===== src/rtl/alu_stim_sequencer.sv =====
// Clocked stimulus source for the 6-bit ALU: walks an LFSR-generated vector list,
// captures each ALU result onto the LEDs and folds it into an 8-bit signature.
module alu_stim_sequencer #(
    parameter logic [11:0] SEED          = 12'hACE,
    parameter int          NUM_VEC       = 64,
    parameter int          SETTLE_CYCLES = 4,
    parameter int          HOLD_CYCLES   = 50_000_000
) (
    input  logic       clk,
    input  logic       rst_n,
    input  logic       start,
    input  logic [5:0] answer,
    input  logic       carry,
    input  logic       o_flow,
    output logic [5:0] x,
    output logic [5:0] y,
    output logic [2:0] fxn,
    output logic [5:0] led_result,
    output logic       led_carry,
    output logic       led_oflow,
    output logic       busy,
    output logic       done,
    output logic [7:0] vec_idx,
    output logic [7:0] sig
);

    // An all-zero seed would lock the LFSR, so it is quietly replaced.
    localparam logic [11:0] SEED_EFF    = (SEED == 12'h000) ? 12'h001 : SEED;
    localparam logic [26:0] SETTLE_LAST = 27'(SETTLE_CYCLES - 1);
    localparam logic [26:0] HOLD_LAST   = 27'(HOLD_CYCLES - 1);
    localparam logic [7:0]  LAST_VEC    = 8'(NUM_VEC - 1);

    typedef enum logic [2:0] {
        IDLE,
        DRIVE,
        CAPTURE,
        HOLD,
        NEXT,
        DONE
    } state_t;

    state_t      state, state_nx;
    logic [11:0] lfsr, lfsr_nx;
    logic [26:0] count, count_nx;
    logic [7:0]  sig_nx, vec_idx_nx;
    logic [5:0]  led_result_nx;
    logic        led_carry_nx, led_oflow_nx;
    logic        start_q;
    logic        rise;

    assign rise = start & ~start_q;

    always_ff @(posedge clk or negedge rst_n) begin
        if (!rst_n) begin
            state      <= IDLE;
            lfsr       <= SEED_EFF;
            count      <= 27'd0;
            vec_idx    <= 8'd0;
            sig        <= 8'h00;
            led_result <= 6'd0;
            led_carry  <= 1'b0;
            led_oflow  <= 1'b0;
            start_q    <= 1'b0;
        end else begin
            state      <= state_nx;
            lfsr       <= lfsr_nx;
            count      <= count_nx;
            vec_idx    <= vec_idx_nx;
            sig        <= sig_nx;
            led_result <= led_result_nx;
            led_carry  <= led_carry_nx;
            led_oflow  <= led_oflow_nx;
            start_q    <= start;
        end
    end

    always_comb begin
        state_nx      = state;
        lfsr_nx       = lfsr;
        count_nx      = count;
        vec_idx_nx    = vec_idx;
        sig_nx        = sig;
        led_result_nx = led_result;
        led_carry_nx  = led_carry;
        led_oflow_nx  = led_oflow;

        case (state)
            // A finished run restarts exactly like a fresh one from IDLE.
            IDLE, DONE: begin
                if (rise) begin
                    state_nx   = DRIVE;
                    count_nx   = 27'd0;
                    sig_nx     = 8'h00;
                    vec_idx_nx = 8'd0;
                    lfsr_nx    = SEED_EFF;
                end
            end
            DRIVE: begin
                if (count == SETTLE_LAST) begin
                    count_nx = 27'd0;
                    state_nx = CAPTURE;
                end else begin
                    count_nx = count + 27'd1;
                end
            end
            CAPTURE: begin
                led_result_nx = answer;
                led_carry_nx  = carry;
                led_oflow_nx  = o_flow;
                sig_nx        = {sig[6:0], sig[7]} ^ {carry, o_flow, answer};
                state_nx      = HOLD;
            end
            HOLD: begin
                if (count == HOLD_LAST) begin
                    count_nx = 27'd0;
                    state_nx = NEXT;
                end else begin
                    count_nx = count + 27'd1;
                end
            end
            // The last vector leaves LFSR and index untouched so they can be read back.
            NEXT: begin
                if (vec_idx == LAST_VEC) begin
                    state_nx = DONE;
                end else begin
                    vec_idx_nx = vec_idx + 8'd1;
                    lfsr_nx    = {lfsr[10:0], lfsr[11] ^ lfsr[5] ^ lfsr[3] ^ lfsr[0]};
                    state_nx   = DRIVE;
                end
            end
            default: state_nx = IDLE;
        endcase
    end

    assign x    = lfsr[11:6];
    assign y    = lfsr[5:0];
    assign fxn  = vec_idx[2:0];
    assign busy = (state == DRIVE) || (state == CAPTURE) || (state == HOLD) || (state == NEXT);
    assign done = (state == DONE);

endmodule


===== config.mk =====
export PLATFORM = sky130hd
export DESIGN_NAME = alu_stim_sequencer
export DESIGN_NICKNAME = d
export VERILOG_FILES = /design/src/rtl/alu_stim_sequencer.sv
export SDC_FILE = /design/constraint.sdc
export NUM_CORES = 1
export LEC_CHECK = 0
export ABC_AREA = 1
export CAP_MARGIN = 20
export CORE_UTILIZATION = 39
export DETAILED_ROUTE_END_ITERATION = 10
export SKIP_CTS_REPAIR_TIMING = 1
export SYNTH_ARGS = -nofsm -noshare
export SYNTH_HDL_FRONTEND = slang
export SYNTH_SLANG_ARGS = --single-unit

===== constraint.sdc =====
create_clock -name clk -period 3.7 [get_ports clk]
set_input_delay 0.925 -clock clk [delete_from_list [all_inputs] [get_ports clk]]
set_output_delay 0.925 -clock clk [all_outputs]
set_load 0.02 [all_outputs]

# Word-level counts from Yosys, hierarchy flattened
# Index checks and enable logic that the tools add are counted.
# Widths: inputs -> output; s select.
# classes
addsub	2
eq_ne	12
n_mux	16
n_bitwise	6
n_reduce_logical	12
# op_table
cell	count
$mux 27	3
$pmux 27 s3	1
$pmux 8 s2	2
$add 27x1->27 const B	1
$eq 27x2->1 const B	1
$eq 27x26->1 const B	1
$mux 12	2
$pmux 12 s2	1
$mux 8	2
$pmux 3 s5	1
$mux 3	4
$add 8x1->8 const B	1
$eq 8x6->1 const B	1
$ne 2x2->1 const B	4
$xor 8x8->8	1
$eq 3x2->1 const B	2
$eq 3x3->1 const B	2
$reduce_and 3->1	2
$reduce_and 2->1	2
$reduce_bool 2->1	2
$eq 3x1->1 const B	1
$logic_not 3->1	1
$logic_or 1x1->1	3
$reduce_bool 3->1	1
4 further kinds	6
# word_totals
ff_bits	67
output_inout_bits	41

# Depth between registers and ports, before layout
# Gate-level depths: netlist (run 1).
# depth
word_depth	5
depth_mapped	11

# Worst setup path after synthesis (run 1)
# No wires, ideal clock.
# synth_timing
kind	register to output
from	register state[0]
to	output port busy
arrival_time_ns	1.325
t_required_ns	2.775
setup_slack_ns	1.450
path_stages_with_launch	7
path_buffers	1
path_cell_list	dfrtp_1 > inv_2 > nand3_1 > buf_2 > o21ai_0 > nor2_1 > nand2_1
# synth_between
elab_chain_cells	4
# synth_lines
item	line_no	source
start: declaration	42	state_t state, state_nx;
start signal: assignment	65	state <= state_nx;
$eq 3x1->1 / $eq 3x2->1 (equally long branches)	138	assign busy = (state == DRIVE) || (state == CAPTURE) || (state == HOLD) || (state == NEXT);
$logic_or 1x1->1 (2 in series)	138	
$logic_or 1x1->1 *	138	
end: declaration	21	output logic busy,
# Every way passes the cells marked *; elsewhere a longest branch is shown, timed or not.

# Final worst setup path (run 1)
# Same ends and word-level chain as after synthesis.

==> impl_metrics.py, run 1 <==
metrics = {
    "sta": {
        "setup_viol": 0,
        "rsz0062_at_grt": "no",
        "hold_viol": 0,
        "max_freq_mhz": 313,
        "finalClockSkew_ns": 0.0133,
        "post-route-period-util_pct": 86.3,
        "whs_ns": 0.487,
        "slew_viol_final": 0,
        "worst_pin_slew_ns": 0.853,
        "fin_tns_setup_ns": 0,
        "period_needed_ns": 3.19,
        "fin_ws_ns": 0.508,
        "slew_headroom_pct": 43.1,
    },
    "floorplan": {
        "rows": 35,
        "num_io_pins": 52,
        "die_w_um": 101,
        "start_util_pct": 40.9,
        "core-area_mm2": 0.00942,
        "die-area_mm2": 0.0103,
        "die_h_um": 101,
    },
    "yosys": {
        "ys_seq_area_share_pct": 43.7,
        "synth-main-ff-cell": "dfrtp_1",
        "synth_seq_cells": 67,
        "synth_area_leaders": "dfrtp_1, nand2_1, inv_1",
        "synthArstFlopShare_pct": 100,
        "synth_top_area_share_pct": 39.0,
        "syn_area_mm2": 0.00385,
        "yosysTopAreaCell": "dfrtp_1",
        "synth.most_common_cell": "nand2_1",
        "synth_commonest_cells": "nand2_1, inv_1, nor2_1",
        "yosysWarnings": 0,
        "synth-edff-count": 0,
        "synth.distinct_cells": 37,
        "synthesis.nets": 518,
        "syn_avg_cell_area_um2": 7.63,
        "synthCells": 505,
    },
    "place": {
        "globalplace.congestion": 0.852,
        "dp_slack_ns": 0.872,
        "port_buffers": 51,
        "hpwlAfterDp_mm": 6.34,
        "dp.cells": 678,
    },
    "worst_setup_path": {
        "ff2ff_setup_slack_ns": 1.85,
        "arrival_ns": 2.27,
        "endpoint_kind": "output port",
        "cp_data_required_time_ns": 2.77,
        "crit_start": "state[0]$_DFFE_PN0P_",
        "cp-endpoint": "busy",
        "start_kind": "flop",
        "worstReg2RegEnd": "count[19]$_DFFE_PN0P_",
        "rr_startpoint": "count[0]$_DFFE_PN0P_",
        "criticalPathCategory": "reg -> out",
        "crit_fanout": 25,
        "rr_worst_depth": 10,
    },
    "clocking": {
        "numCtsBuffers": 9,
        "clock_path_buffers": 2,
        "cts_max_level": 3,
        "cts_tree": "done",
        "cts.sinks": 67,
        "clkTransAtPathRegs_ns": 0.08,
        "cts-root-buf": "clkbuf_8",
        "insertion_delay_ns": 0.35,
    },
    "routing": {
        "first_pass_iters": 4,
        "post_drt_wl_per_cell_um": 12.9,
        "vias_per_cell": 4.87,
        "ant_nets": 0,
        "drt-total-wl_mm": 8.94,
        "drcViolationCount": 0,
        "drtIter0Drc": 146,
        "vias": 3382,
    },
    "power_and_ir_drop": {
        "power_w": 0.00160,
        "p_leak_nw": 2.22,
        "powerDensity_mw_per_mm2": 340,
        "irDropWorstVdd_uv": 142,
    },
    "global_route": {
        "grt_pass1_vias": 3388,
        "grt_busiest_layer": "met2",
        "grt_use_met3_pct": 4.00,
        "grt_use_met2_pct": 31.2,
        "grt_antenna_before_repair": 0,
        "grt_max_degree": 68,
        "grt_pass1_wl_mm": 15.4,
        "grtUsageMet1_pct": 24.8,
        "grt-ovfl-total": 0,
        "grtUsageTotal_pct": 19.1,
    },
    "status": {
        "outcome": "finished clean",
    },
    "final_layout": {
        "fin_nets": 573,
        "antenna_cells": 0,
        "areaGrowthSynthToFinish_pct": 22.0,
        "final_cells": 694,
        "drive_above_1_share_pct": 9.73,
    },
    "hold_path": {
        "hp-class": "reg -> reg",
    },
    "flow_run": {
        "drv_cap": 0,
    },
}
## logic make-up (layout without fill, tap and decap cells)
family	Yosys count	count (layout)	share of synthesized area [%]
flops	67	67	43.7
compound gates	56	56	9.03
simple gates	280	280	32.4
fa+ha+maj	2	2	0.649
xor+xnor	12	12	2.73
buf+inv	79	139	8.86
mux	9	9	2.60
## where the power goes
group | switching [W] | internal [W] | total (W) | leakage, nW
sequential | 0.00000978 | 0.000744 | 0.000754 | 0.792
clock | 0.000310 | 0.000451 | 0.000760 | 0.117
combinational | 0.0000456 | 0.0000384 | 0.0000839 | 1.31
## per-stage QoR
step,area [µm²],util [%]
global route,4700,49.9
CTS,4700,49.9
finish,4700,49.9
global placement,4460,47.4
detailed placement,4460,47.4
floorplan,3850,-
## critical path: stages, from the launching register on
cell and delay [ns]:
dfrtp_1 0.51, inv_2 0.11, nand3_1 0.11, buf_4 0.28
o21ai_0 0.18, nor2_1 0.13, nand2_1 0.06, clkdlybuf4s50_1 0.55
## metal layers
metal / vias to the layer above / routed length [µm]
met5: - / 0
met4: 0 / 150
li1: 1729 / -
met3: 16 / 373
met1: 1577 / 4240
met2: 60 / 4180
## sequential cells by signal, indices dropped and copies added, names as in the netlist
register    cells
lfsr           12
start_q         1
state           3
led_result      6
led_oflow       1
vec_idx         8
count          27
sig             8
led_carry       1
## worst min path at each step
stage,from,end,slack [ns],cells past startpoint
CTS,lfsr[2]$_DFFE_PN1P_,lfsr[3]$_DFFE_PN1P_,0.49,2
global placement,lfsr[2]$_DFFE_PN1P_,lfsr[3]$_DFFE_PN1P_,0.49,2
detailed placement,lfsr[1]$_DFFE_PN1P_,lfsr[2]$_DFFE_PN1P_,0.49,2
floorplan,count[20]$_DFFE_PN0P_,count[20]$_DFFE_PN0P_,0.49,2
global route,lfsr[2]$_DFFE_PN1P_,lfsr[3]$_DFFE_PN1P_,0.51,2
finish,lfsr[2]$_DFFE_PN1P_,lfsr[3]$_DFFE_PN1P_,0.49,2
## layout make-up
cell class | instances | area (µm²)
multi-input cells | 359 | 1830
clock inverters | 6 | 115
flip-flops and latches | 67 | 1690
fillers | 935 | 4710
well taps | 129 | 161
clock buffers | 10 | 128
inverters | 70 | 265
repair buffers | 53 | 520
## cells in the final DEF, fill, tap and decap left out, types with 3 or more instances in the layout
cell             count
nand2_4              6
dfstp_2              7
inv_2                6
o21ai_1              6
nand4_1             11
a22oi_1              6
o22ai_1              5
nand2_1            143
mux2_2               8
o31ai_1              9
inv_1               63
nand3_1             39
clkbuf_8             9
a21oi_1              5
clkdlybuf4s50_1     50
nor3_1               8
nor2_1              61
bufinv_16            3
xor2_1              10
dfrtp_1             60
o21ai_0             20
Note: power is estimated with default switching activity, not from simulation.
==> inputs of run 2 (changes only) <==
Settings changed: CORE_UTILIZATION 39 to 48, PLACE_DENSITY from default to 0.71, SKIP_CTS_REPAIR_TIMING 1 to default.
==> impl_metrics.py, run 2 (same netlist as run 1, synthesis figures left out) <==
metrics = {
    "power_and_ir_drop": {
        "powerDensity_mw_per_mm2": 316,
        "irDropWorstVdd_uv": 214,
        "p_leak_nw": 2.20,
    },
    "global_route": {
        "grtUsageMet1_pct": 29.1,
        "grt_antenna_before_repair": 0,
        "grt_max_degree": 57,
        "grt_pass1_vias": 3374,
        "grt_use_met2_pct": 37.7,
        "grt-ovfl-total": 0,
        "grtUsageTotal_pct": 22.9,
        "grt_use_met3_pct": 4.27,
        "grt_pass1_wl_mm": 15.3,
        "grt_busiest_layer": "met2",
    },
    "clocking": {
        "numCtsBuffers": 9,
        "clock_path_buffers": 2,
        "cts_tree": "done",
        "post-cts-setup-buffers": 0,
        "postCtsResizedCells": 0,
        "cts-root-buf": "clkbuf_8",
        "cts_max_level": 3,
        "cts_hold_buf": 0,
        "cts.sinks": 67,
        "insertion_delay_ns": 0.35,
        "clkTransAtPathRegs_ns": 0.08,
    },
    "final_layout": {
        "top_register": "count",
        "fin_nets": 573,
        "final_area_mm2": 0.00462,
        "drive_above_1_share_pct": 9.91,
        "mostFrequentLayoutCell": "nand2_1",
        "reg_top3": "count (27), lfsr (12)",
        "areaGrowthSynthToFinish_pct": 20.0,
        "final_cell_mix": "nand2_1, inv_1, nor2_1",
        "antenna_cells": 0,
        "largest_reg_flops": 27,
    },
    "floorplan": {
        "num_io_pins": 52,
        "start_util_pct": 49.9,
        "die_h_um": 91.6,
        "die_w_um": 91.6,
        "core-area_mm2": 0.00773,
        "rows": 32,
        "die-area_mm2": 0.00839,
    },
    "worst_setup_path": {
        "crit_family": "buffers and inverters",
        "endpoint_kind": "output port",
        "worst_path_max_delay_cell": "clkdlybuf4s50_1",
        "critical-path-max-stage-delay_ns": 0.55,
        "cp_data_required_time_ns": 2.77,
        "arrival_ns": 2.22,
        "start_kind": "flop",
        "worst-path-buf-inv": 3,
        "rr_worst_depth": 9,
        "cp.depth": 7,
        "crit_fanout": 25,
        "path_cells": "inv_2, nand3_1, buf_4, o21ai_0, nor2_1, nand2_1, clkdlybuf4s50_1",
        "criticalPathCategory": "reg -> out",
    },
    "sta": {
        "fin_tns_setup_ns": 0,
        "finalClockSkew_ns": 0.00946,
        "slew_viol_final": 0,
        "rsz0062_at_grt": "no",
        "slew_headroom_pct": 53.1,
        "post-route-period-util_pct": 85.1,
        "worst_pin_slew_ns": 0.704,
        "whs_ns": 0.443,
        "max_freq_mhz": 318,
        "period_needed_ns": 3.15,
        "hold_viol": 0,
        "setup_viol": 0,
    },
    "routing": {
        "vias_per_cell": 5.28,
        "vias": 3519,
        "drcViolationCount": 0,
        "drtIter0Drc": 200,
        "first_pass_iters": 6,
        "ant_nets": 0,
        "post_drt_wl_per_cell_um": 13.3,
        "drt-total-wl_mm": 8.88,
    },
    "flow_run": {
        "drv_cap": 0,
    },
    "place": {
        "globalplace.congestion": 0.877,
        "port_buffers": 51,
        "hpwlAfterDp_mm": 6.41,
        "placed_area_mm2": 0.00443,
    },
    "status": {
        "outcome": "finished clean",
    },
    "hold_path": {
        "hp-class": "in -> async",
    },
}
## run 2: cell types whose count changed in the layout (fill, tap and decap cells not counted)
cell,previous run,this run
bufinv_16,3,1
clkbuf_1,1,0
clkinv_2,0,1
clkinv_4,2,0
clkinvlp_4,1,3
inv_6,0,2
## run 2: final timing paths
kind	start	endpoint	slack, ns
setup / recovery	state[0]$_DFFE_PN0P_	busy	0.55
hold / removal	rst_n	count[21]$_DFFE_PN0P_	0.44
setup reg to reg	count[0]$_DFFE_PN0P_	count[16]$_DFFE_PN0P_	1.86
hold reg to reg	lfsr[6]$_DFFE_PN1P_	lfsr[7]$_DFFE_PN1P_	0.50
max in group asynchronous	rst_n	count[17]$_DFFE_PN0P_	2.27
min in group clk	lfsr[6]$_DFFE_PN1P_	lfsr[7]$_DFFE_PN1P_	0.50
## run 2: cell type report
type                       count  area, µm²
clock inverter                 7       75.1
sequential                    67       1690
timing repair buffer          53        520
tap                          102        128
fill                         693       3100
multi-input combinational    359       1830
clock buffer                   9        124
inverter                      70        265
## run 2: power breakdown
part | total [W] | switching [W] | internal [W]
Combinational | 0.0000834 | 0.0000451 | 0.0000383
Sequential | 0.000753 | 0.00000969 | 0.000744
Clock | 0.000624 | 0.000310 | 0.000314
Total | 0.00146 | 0.000364 | 0.00110
## run 2: per-stage QoR
stage	total power, W	utilization, %	cells	worst slack [ns]
after floorplan	0.000798	-	505	1.45
after global placement	0.000852	57.3	651	0.961
after detailed placement	0.000853	57.3	651	0.915
after CTS	0.00148	59.8	667	0.530
after global routing	0.00152	59.8	667	0.394
final	0.00146	59.8	667	0.552
## run 2: per-layer routing
metal / share of wire, % / vias to the layer above
met5: 0 / -
met1: 45 / 1683
met3: 5.2 / 8
met2: 48 / 93
met4: 1.3 / 0
li1: - / 1735
